[config.mk]
export PLATFORM = sky130hd
export DESIGN_NAME = pwm_multichannel
export DESIGN_NICKNAME = d
export VERILOG_FILES = /design/src/rtl/pwm_multichannel.sv
export SDC_FILE = /design/constraint.sdc
export NUM_CORES = 1
export LEC_CHECK = 0
export BUFFER_PORTS_ARGS = -buffer_cell sky130_fd_sc_hd__buf_2
export CAP_MARGIN = 10
export CORE_MARGIN = 2
export CORE_UTILIZATION = 40
export CTS_BUF_LIST = sky130_fd_sc_hd__clkbuf_4 sky130_fd_sc_hd__clkbuf_8
export DETAILED_ROUTE_END_ITERATION = 12
export SLEW_MARGIN = 20
export SYNTH_ARGS = -nofsm -noshare
export SYNTH_HDL_FRONTEND = slang
export SYNTH_SLANG_ARGS = --single-unit
[constraint.sdc]
create_clock -name clk -period 5.4 [get_ports clk]
set_input_delay 0.27 -clock clk [delete_from_list [all_inputs] [get_ports clk]]
set_output_delay 0.27 -clock clk [all_outputs]
set_load 0.01 [all_outputs]
[src/rtl/pwm_multichannel.sv]
// Multi-channel PWM generator with a shared prescaler and period counter.
// Duty values are double-buffered: writes land in a shadow register and are
// copied to the active compare register only when the period wraps.
module pwm_multichannel #(
  parameter int unsigned NUM_CH  = 16,
  parameter int unsigned CNT_W   = 8,
  parameter int unsigned PRESC_W = 8
) (
  input  logic                                         clk,
  input  logic                                         rst_n,
  input  logic [NUM_CH-1:0]                            en_out,
  input  logic [NUM_CH-1:0]                            en_pwm,
  input  logic [PRESC_W-1:0]                           prescale,
  input  logic [CNT_W-1:0]                             period,
  input  logic                                         duty_wr,
  input  logic [(NUM_CH > 1 ? $clog2(NUM_CH) : 1)-1:0] duty_sel,
  input  logic [CNT_W-1:0]                             duty_data,
  output logic [NUM_CH-1:0]                            out,
  output logic                                         period_tick
);

  localparam int unsigned SEL_W = (NUM_CH > 1) ? $clog2(NUM_CH) : 1;
  // Channel count widened by one bit so the range check also works for powers of two.
  localparam logic [SEL_W:0] NumChW = (SEL_W + 1)'(NUM_CH);

  logic [PRESC_W-1:0] presc_q, presc_d;
  logic [CNT_W-1:0]   cnt_q, cnt_d;
  logic [CNT_W-1:0]   shadow_q [NUM_CH];
  logic [CNT_W-1:0]   shadow_d [NUM_CH];
  logic [CNT_W-1:0]   active_q [NUM_CH];
  logic [CNT_W-1:0]   active_d [NUM_CH];
  logic [NUM_CH-1:0]  out_q, out_d;
  logic               tick_q, tick_d;

  logic               step;
  logic               wrap;
  logic               wr_ok;
  logic [NUM_CH-1:0]  hit;

  // Prescaler and period counter next state.
  always_comb begin
    step    = (presc_q == prescale);
    presc_d = step ? '0 : presc_q + PRESC_W'(1);
    wrap    = step && (cnt_q == period);
    cnt_d   = cnt_q;
    if (wrap) begin
      cnt_d = '0;
    end else if (step) begin
      // Counts past a lowered period roll over through the full range.
      cnt_d = cnt_q + CNT_W'(1);
    end
    tick_d = wrap;
  end

  // Duty shadow writes, wrap-time apply with same-cycle forwarding, and outputs.
  always_comb begin
    wr_ok = duty_wr && ({1'b0, duty_sel} < NumChW);
    hit   = '0;
    out_d = '0;
    for (int i = 0; i < NUM_CH; i++) begin
      hit[i]      = wr_ok && (duty_sel == SEL_W'(i));
      shadow_d[i] = hit[i] ? duty_data : shadow_q[i];
      active_d[i] = active_q[i];
      if (wrap) begin
        active_d[i] = hit[i] ? duty_data : shadow_q[i];
      end
      out_d[i] = en_out[i] & (~en_pwm[i] | (cnt_q < active_q[i]));
    end
  end

  // State registers with synchronous active-low reset.
  always_ff @(posedge clk) begin
    if (!rst_n) begin
      presc_q <= '0;
      cnt_q   <= '0;
      out_q   <= '0;
      tick_q  <= 1'b0;
      for (int i = 0; i < NUM_CH; i++) begin
        shadow_q[i] <= '0;
        active_q[i] <= '0;
      end
    end else begin
      presc_q <= presc_d;
      cnt_q   <= cnt_d;
      out_q   <= out_d;
      tick_q  <= tick_d;
      for (int i = 0; i < NUM_CH; i++) begin
        shadow_q[i] <= shadow_d[i];
        active_q[i] <= active_d[i];
      end
    end
  end

  assign out         = out_q;
  assign period_tick = tick_q;

endmodule

==> metrics.md <==
| Metric | Value |
|---|---|
| Status | `finished, final reports clean` |
| Drt first-iter violations | `768` |
| Distinct cells, synth | `37` |
| Hold buffers post-CTS | `31` |
| Synth async-reset ratio | `0` |
| Layout cells sized above 1 | `0.110` |
| Synth Cell Area | `0.0138 mm²` |
| Max-Cap Viols | `0` |
| Most frequent cells after synthesis | `nand2_1, dfxtp_1, o21ai_0` |
| Global route overflow | `0` |
| Worst path max stage delay | `910 ps` |
| I/O pin count | `80` |
| Worst-skew pair later-pin latency | `570 ps` |
| Synth area leader | `dfxtp_1` |
| Final setup violation count | `0` |
| Layout Skew | `21.6 ps` |
| Slack of the critical path | `2400 ps` |
| Largest net degree at the start of global routing | `around 160` |
| Vias in the first global route | `around 11,000` |
| H-tree depth | `2` |
| Worst reg2reg path depth | `5` |
| Clock tree buffer depth | `3` |
| DRT Wirelength | `35.8 mm` |
| Post-cts resize count | `0` |
| Fin crit share | `0.556` |
| Std cell rows | `68` |
| Highest-delay cell along the critical path | `dfxtp_1` |
| Hold endpoint | `out[15]` |
| Routed Antenna Nets | `0` |
| Crit path kind | `flip-flop to flip-flop` |
| DP Worst Slack | `around 2400 ps` |
| Peak supply drop | `0.142 mV` |
| Slew HR | `0.365` |
| CP cell instances | `xnor2_1, nand4_1, nor4_4, buf_4, o21ai_1` |
| Hold/Removal Path Class | `primary input to flip-flop` |
| Sequential share of the synthesized area | `0.418` |
| Drt drc | `0` |
| Setup TNS | `0 ps` |
| Post-synthesis register bit count | `289` |
| Root Buffer | `clkbuf_8` |
| Hold Path Depth | `3` |
| Synth Flop Type | `dfxtp_1` |
| Initial DRT Pass Iterations | `5` |
| Placed Cells incl. Taps | `approximately 2,100` |
| Clock sinks | `around 290` |
| # port buffers | `79` |
| CTS tree | `built` |
| Top cells by area, synth | `dfxtp_1, ha_1, nand2_1` |
| Startpoint types | `flip-flop` |
| Post-synth EDFFs | `0` |
| R2R Setup Slk | `2400 ps` |
| Critical path arrival | `3420 ps` |
| Hold Path Origin | `en_out[15]` |
| Core Area | `0.0343 mm²` |
| Fin. Hold Viols | `0` |
| Final Max Tran Viols | `0` |
| Post-CTS setup buffer count | `0` |
| Ant. Diodes | `0` |
| Total die area | `0.0361 mm²` |
| CP Max Fanout | `66` |
| Crit path time final | `3000 ps` |
| Leak | `5.74 nW` |
| Hpwl dp | `20.9 mm` |
| Req. time, crit path | `5820 ps` |
| Critical path capture point type | `flip-flop` |
| R2R Path Start | `cnt_q[1]` |
| Finished Layout Cells | `2,250` |
| Die H | `190 µm` |
| Gr usage total | `0.198` |
| Post-Syn Nets | `1,887` |
| Fillers | `3,422` |
| Most frequent cell after synthesis | `nand2_1` |
| WL/cell | `15.9 µm` |
| Initial Utilization | `0.404` |
| Critical R2R Capture | `active_q[1][4]` |
| TritonCTS Buffers | `51` |
| Reg clk slew, reported paths | `60 ps` |
| Placer Congestion | `0.729` |
| Avg Cell Area, Syn | `8.09 µm²` |
| Initial antenna violation count | `0` |
| Via density | `5.25` |
| Least-Margin Pin Slew | `950 ps` |
| Fin nets | `just under 2,000` |
| First-pass GRT wire length | `57.9 mm` |
| DR vias | `11,800` |
| Max frequency | `about 330 MHz` |
| Synth Warn # | `0` |
| RSZ-0062 raised after global routing | `no` |
| Cell Pwr Density | `281 mW/mm²` |
| Post-synthesis cell count | `~1,700` |
| Die X | `190 µm` |
| Area grow syn2layout | `13.8%` |
| Synth top area share | `0.418` |
routing by layer:
layer  up-vias  wire (µm)  track usage
met5         -          0            0
met4         0        546       0.0519
met3        38       1600       0.0288
met2       254      16900        0.334
met1      5583      16800        0.265
li1       5929          -            -
final cells by class:
| cell class | instances | area [µm²] | share of cell area |
|---|---|---|---|
| repair buffers | 133 | 928 | 0.0589 |
| multi-input cells | 1175 | 7040 | 0.447 |
| clock buffers | 78 | 967 | 0.0614 |
| clock inverters | 7 | 40.0 | 0.00254 |
| flip-flops and latches | 289 | 5790 | 0.367 |
| well taps | 455 | 569 | 0.0361 |
| inverters | 113 | 424 | 0.0269 |
metrics by stage:
step | instance area (µm²) | power, mW | util | hold WS, ps
6_report | 15800 | 4.42 | 0.459 | 75.2
5_1_grt | 15800 | 4.59 | 0.459 | 66.0
4_1_cts | 15800 | 4.46 | 0.459 | 51.5
3_5_place_dp | 14400 | 2.44 | 0.421 | 440
3_3_place_gp | 14400 | 2.44 | 0.421 | 437
2_1_floorplan | 13800 | 2.35 | - | 384
critical path: cells and delay by family, from the launching register on:
kind                      cells  cell delay, ps
AOI/OAI and AO/OA             1             160
DFF                           1             910
and+or+nand+nor               2             910
buffers and inverters         1             650
xor gates and xnor gates      1             190
power breakdown:
group / leakage [nW] / switching, mW / internal, mW
clock network: 0.537 / 0.884 / 1.13
registers: 2.33 / 0.00673 / 2.15
logic: 2.87 / 0.166 / 0.0840
total: 5.74 / 1.06 / 3.37
cells by family after synthesis:
kind of cell               share of synthesized area
and+or+nand+nor                                0.178
AOI/OAI and AO/OA                              0.212
DFF                                            0.418
buffers and inverters                         0.0752
adders and majority gates                      0.103
xor gates and xnor gates                      0.0139
cells in the final DEF (no fill, tap or decap), drive strengths merged, types with 3 or more instances in the layout:
cell,netlist,final
o22ai,18,18
xor2,5,5
clkbuf,114,79
nor3,16,16
inv,113,113
o221ai,6,6
nand4,22,22
a21o,16,16
or3b,3,3
nand3,136,136
nand3b,6,6
o21ai,273,273
nand2b,19,19
dfxtp,289,289
a21boi,128,128
ha,114,114
dlygate4sd3,0,31
and3,6,6
buf,19,101
clkinv,0,5
nand2,302,302
a21oi,16,16
nor2,29,29
xnor2,17,17
a211oi,32,32
flip-flops by register name, summed over array words and instances (netlist names):
| register | count |
|---|---|
| period_tick | 1 |
| out | 16 |
| cnt_q | 8 |
| active_q | 128 |
| shadow_q | 128 |
| presc_q | 8 |
worst max path at each step:
stage | start | end | cells after the start
after floorplan | cnt_q[2] | active_q[0][61] | 7
after global placement | cnt_q[1] | active_q[1][5] | 5
after detailed placement | cnt_q[1] | active_q[1][22] | 5
after CTS | cnt_q[1] | active_q[1][12] | 5
after global routing | cnt_q[1] | active_q[1][39] | 6
final | cnt_q[1] | active_q[1][4] | 5
(Power assumes the default switching activity.)
